--- src/rtl/uart_rx_buffer_ctrl.sv ---
// Receive-side frame buffer: edge-detects rx_valid, queues data plus error flags
// in a first-word-fall-through FIFO, and tracks overrun and error statistics.
module uart_rx_buffer_ctrl #(
  parameter int DATA_WIDTH = 8,
  parameter int DEPTH      = 16,
  parameter int ADDR_WIDTH = 4
) (
  input  logic                  clk,
  input  logic                  reset,
  input  logic                  rx_valid,
  input  logic [DATA_WIDTH-1:0] rx_data,
  input  logic                  rx_parity_error,
  input  logic                  rx_stop_error,
  input  logic                  drop_on_error,
  input  logic                  flush,
  input  logic                  status_clr,
  output logic                  m_valid,
  input  logic                  m_ready,
  output logic [DATA_WIDTH-1:0] m_data,
  output logic                  m_parity_error,
  output logic                  m_stop_error,
  output logic [ADDR_WIDTH:0]   count,
  output logic                  full,
  output logic                  empty,
  output logic                  overrun,
  output logic [7:0]            err_cnt
);

  localparam int ENTRY_WIDTH = DATA_WIDTH + 2;
  localparam logic [ADDR_WIDTH:0]   COUNT_FULL = (ADDR_WIDTH+1)'(DEPTH);
  localparam logic [ADDR_WIDTH-1:0] PTR_ONE    = ADDR_WIDTH'(1);

  logic [ENTRY_WIDTH-1:0] mem [DEPTH];
  logic [ADDR_WIDTH-1:0]  wr_ptr_reg;
  logic [ADDR_WIDTH-1:0]  rd_ptr_reg;
  logic [ADDR_WIDTH:0]    count_reg;
  logic                   rx_valid_d_reg;
  logic                   overrun_reg;
  logic [7:0]             err_cnt_reg;

  logic rx_event;
  logic rx_err;
  logic err_event;
  logic push_req;
  logic pop;
  logic push_ok;
  logic pop_ok;
  logic ovr_event;

  assign full    = (count_reg == COUNT_FULL);
  assign empty   = (count_reg == '0);
  assign m_valid = ~empty;
  assign count   = count_reg;
  assign overrun = overrun_reg;
  assign err_cnt = err_cnt_reg;

  assign rx_event  = rx_valid & ~rx_valid_d_reg;
  assign rx_err    = rx_parity_error | rx_stop_error;
  assign err_event = rx_event & rx_err;
  assign push_req  = rx_event & ~(drop_on_error & rx_err);
  assign pop       = m_valid & m_ready;
  // Flush overrides the whole FIFO datapath, including overrun detection.
  assign push_ok   = push_req & (~full | pop) & ~flush;
  assign pop_ok    = pop & ~flush;
  assign ovr_event = push_req & full & ~pop & ~flush;

  assign {m_parity_error, m_stop_error, m_data} = mem[rd_ptr_reg];

  // Storage entries are left unreset; only valid entries are ever presented.
  generate
    for (genvar gi = 0; gi < DEPTH; gi++) begin : g_entry
      always_ff @(posedge clk) begin
        if (push_ok && (wr_ptr_reg == ADDR_WIDTH'(gi))) begin
          mem[gi] <= {rx_parity_error, rx_stop_error, rx_data};
        end
      end
    end
  endgenerate

  always_ff @(posedge clk or negedge reset) begin
    if (!reset) begin
      wr_ptr_reg <= '0;
      rd_ptr_reg <= '0;
      count_reg  <= '0;
    end else if (flush) begin
      wr_ptr_reg <= '0;
      rd_ptr_reg <= '0;
      count_reg  <= '0;
    end else begin
      if (push_ok) wr_ptr_reg <= wr_ptr_reg + PTR_ONE;
      if (pop_ok)  rd_ptr_reg <= rd_ptr_reg + PTR_ONE;
      case ({push_ok, pop_ok})
        2'b10:   count_reg <= count_reg + 1'b1;
        2'b01:   count_reg <= count_reg - 1'b1;
        default: count_reg <= count_reg;
      endcase
    end
  end

  // A new event in the clear cycle wins over status_clr.
  always_ff @(posedge clk or negedge reset) begin
    if (!reset) begin
      rx_valid_d_reg <= 1'b0;
      overrun_reg    <= 1'b0;
      err_cnt_reg    <= '0;
    end else begin
      rx_valid_d_reg <= rx_valid;
      if (ovr_event)       overrun_reg <= 1'b1;
      else if (status_clr) overrun_reg <= 1'b0;
      if (err_event) begin
        if (status_clr)                err_cnt_reg <= 8'd1;
        else if (err_cnt_reg != 8'hFF) err_cnt_reg <= err_cnt_reg + 8'd1;
      end else if (status_clr) begin
        err_cnt_reg <= '0;
      end
    end
  end

endmodule
--- config.mk ---
export PLATFORM = sky130hd
export DESIGN_NAME = uart_rx_buffer_ctrl
export DESIGN_NICKNAME = d
export VERILOG_FILES = /design/src/rtl/uart_rx_buffer_ctrl.sv
export SDC_FILE = /design/constraint.sdc
export NUM_CORES = 1
export LEC_CHECK = 0
export ABC_AREA = 1
export BUFFER_PORTS_ARGS = -buffer_cell sky130_fd_sc_hd__buf_4
export CAP_MARGIN = 0
export CELL_PAD_IN_SITES_DETAIL_PLACEMENT = 1
export CELL_PAD_IN_SITES_GLOBAL_PLACEMENT = 2
export CORE_ASPECT_RATIO = 1.75
export CORE_MARGIN = 4
export CORE_UTILIZATION = 42
export DETAILED_ROUTE_END_ITERATION = 8
export PLACE_DENSITY = 0.89
export SLEW_MARGIN = 30
export SYNTH_ARGS = -nofsm -noshare
export SYNTH_HDL_FRONTEND = slang
export SYNTH_SLANG_ARGS = --single-unit
export TNS_END_PERCENT = 1
--- constraint.sdc ---
create_clock -name clk -period 2.6 [get_ports clk]
set_input_delay 0.52 -clock clk [delete_from_list [all_inputs] [get_ports clk]]
set_output_delay 0.52 -clock clk [all_outputs]
set_load 0.01 [all_outputs]
==> results.md <==
* Drt drc at 0
* Fraction of power consumed by sequential logic at 40.6%
* Cell depth of the worst flop-to-flop path at 7
* Drt wl/cell at 24.74 um
* # rows at 64
* Worst ir drop on vdd at 0.0004726 V
* GRT Util Overall at 23.57%
* Final setup skew at 0.01183 ns
* DP Cell Count at 915
* Clock-pin slew on the worst setup and hold paths at 0.07 ns
* Total Wirelength at 23,700 um
* Status: finished, final reports clean
* Number of buffer and inverter instances along the worst setup path at 3
* Net switching share of the total power at 31.77%
* Crit-path slowest cell: sky130_fd_sc_hd__dfrtp_2
* Die Ht at 185.9 um
* Vias per cell at 5.748
* Slew @ Worst Pin at 0.3907 ns
* Critical Path Max Stage Delay at 0.47 ns
* Net switching power at 2.623 mW
* Htree depth at 4
* Register area share after synthesis at 70.83%
* Combinational family with the most area after synthesis: simple AND/OR/NAND/NOR gates
* Via count at 5,507
* Die outline area at 20,390 um2
* Total grt overflow at 0
* Cell at the root of the clock tree: sky130_fd_sc_hd__clkbuf_16
* Count of routing violations after the opening detailed-route iteration at 368
* Final period utilization at 98.98%
* Worst endpoint required time at 2.08 ns
* Synth Warn # at 0
* Largest cells by area after synthesis: sky130_fd_sc_hd__edfxtp_1 (63%), sky130_fd_sc_hd__dfrtp_1 (7.6%), sky130_fd_sc_hd__nand2_1 (5.6%)
* Total number of cells along the worst setup path at 7
* Port Buffer Count at 43
* Simple-gate share of the synthesized area at 13.70%
* Insertion delay to the later sink of the worst-skew pair at 0.43 ns
* Fraction of the mapped netlist area in compound gates at 10.90%
* Share of the synthesized area in the top cell type at 63.25%
* Fraction of final layout cells with drive strength greater than 1 at 24.07%
* Critical path cell sequence: buf_12, clkbuf_16, a21oi_1, a221oi_1, o21ai_1, nand2_1, buf_4
* Post-DP HPWL at 15,280 um
* Initial core utilization at 43.12%
* Final Setup Violations at 0
* Fmax at 388.6 MHz
* Share of synthesized cell area in full adder, half adder and majority cells at 1.318%
* Synth Area per Inst at 12.04 um2
* Synthesized cell area at 7596 um2
* Crit path max fanout at 20
* Total nets after synthesis at 656
* Clock power frac at 31.5%
* Area growth from synthesis to layout at 23.49%
* Final hold viol count at 0
* IO Pins at 44
* Commonest non-fill, non-tap cell in the layout: sky130_fd_sc_hd__edfxtp_1
* Multiplexer fraction of the synthesized cell area at 0%
* Wire length of the first global-routing pass at 34,510 um
* Width of the chip at 109.7 um
* Number of inserted diodes at 0
* Clock buffer depth at 2
* Number of flip-flops under the largest register name at 160
* Maximum number of pins on one net before global-route repair at 82
* Dpl cell area at 8407 um2
* Biggest area consumer among synthesized cells: sky130_fd_sc_hd__edfxtp_1
* Share of total power in combinational logic at 27.9%
* Antenna violations before repair at 0
* Number of antenna-violating nets in the routed design at 0
* Cell depth of the worst hold path at 1
* Vias in the first global route at 5,881
* Internal power at 5.632 mW
* Kind of capture point of the worst setup path: output port
* Leading cell types in the layout, fill and taps excluded: sky130_fd_sc_hd__edfxtp_1 (160), sky130_fd_sc_hd__nand2_1 (110), sky130_fd_sc_hd__buf_4 (76)
* Non-filler instance count after layout at 958
* Fraction of synthesized cell area in xor and xnor cells at 0.1153%
* Dominant delay contributor by cell family on the critical path: compound AO/OA/AOI/OAI gates
* Sum of negative setup slack at 0 ns
* Unique cell type count in the Yosys netlist at 33
* Post-layout nets at 740
* Post-synthesis cell count at 631
* Leakage power summed over all cells at 3.496 nW
* Pwr dens at 880.0 nW/um2
* Arrival time of data at the critical path endpoint at 2.05 ns
* Path category of the worst min-delay check: in -> reg
* Fill cell count at 1,854
* Worst slew margin relative to its limit at 73.86%
* Cts bufs inserted at 17
* TritonCTS clock tree: built
* Worst setup path category: reg -> out
* Fin area at 9380 um2
* Critical path startpoint category: flip-flop
* Routability Congestion at 0.9533
* Clock period minus worst slack at 2.573 ns
* Pre-Repair DR Iteration Count at 4
* Unrepaired setup endpoints after global routing: true
* Total count of max-transition violations in the final report at 0
* Post-synthesis register bit count at 183
* Setup slack of the most critical reg-to-reg path at 0.44 ns
* Count of max-cap constraint violations at 0
* Floorplan core area at 17,620 um2
* Clock sink count at 183
Yosys cell counts (all sizes together):
library cell and n:
clkinv 1, a32o 1, nand3 32, o21ai 70
inv 33, dfrtp 23, o22ai 14, nand2 120
o21a 3, a221oi 13, nor3b 1, nand4 8
edfxtp 160, nor3 2, ha 8, o211ai 1
a21oi 32, clkbuf 18, nor2 75, o221ai 7
buf 8, xor2 1
final timing paths:
path / startpoint / to
max in group asynchronous: reset / rd_ptr_reg[2]
hold reg to reg: overrun / overrun
hold / removal: rx_valid / rx_valid_d_reg
setup reg to reg: count[2] / mem[6][0]
min in group asynchronous: reset / count[4]
setup / recovery: rd_ptr_reg[0] / m_parity_error
layer usage:
| layer | wire length [um] | track usage (%) | vias up |
|---|---|---|---|
| li1 | - | - | 2447 |
| met1 | 8290 | 25.97 | 2773 |
| met2 | 12450 | 40.91 | 220 |
| met3 | 1236 | 4.339 | 67 |
| met4 | 1728 | 15.28 | 0 |
| met5 | 0 | 0 | - |
final cells by class:
class / instances / area (um2) / area share [%]
flip-flops and latches: 183 / 5384 / 57.40
clock inverters: 12 / 150.1 / 1.601
clock buffers: 19 / 432.9 / 4.615
inverters: 34 / 140.1 / 1.494
multi-input cells: 388 / 2136 / 22.77
repair buffers: 91 / 848.3 / 9.044
well taps: 231 / 289.0 / 3.081
cells by family (layout without fill, tap and decap cells):
group                      count (synthesis)  count (layout)
adders and majority gates                  8               8
and+or+nand+nor                          238             238
AOI/OAI and AO/OA                        141             141
DFF                                      183             183
xor gates and xnor gates                   1               1
buffers and inverters                     60             156
per-stage QoR:
step	util, %	power [mW]	setup slack (ns)	hold WS, ns
finish	53.25	8.254	0.02654	0.2145
global route	53.25	8.622	-0.04942	0.1904
CTS	51.48	7.946	-0.05582	0.1935
detailed placement	47.72	5.317	0.07054	0.4458
global placement	47.72	5.242	0.2113	0.4413
floorplan	-	4.399	0.4357	0.2244
repair_timing:
action	CTS	global route
endpoints found under the hold margin	23	0
hold buffers	1	0
pin swaps	0	6
setup buffers	0	5
resized for setup	12	52
endpoints found under the setup margin	10	10
gates cloned	0	6
power groups by stage:
stage / clock network (mW) / logic, mW / registers [mW]
4_1_cts: 2.64 / 1.97 / 3.34
2_1_floorplan: 0 / 1.01 / 3.39
3_3_place_gp: 0 / 1.84 / 3.40
5_1_grt: 2.78 / 2.48 / 3.36
6_report: 2.60 / 2.30 / 3.35
3_5_place_dp: 0 / 1.92 / 3.40
(Power assumes the default switching activity.)
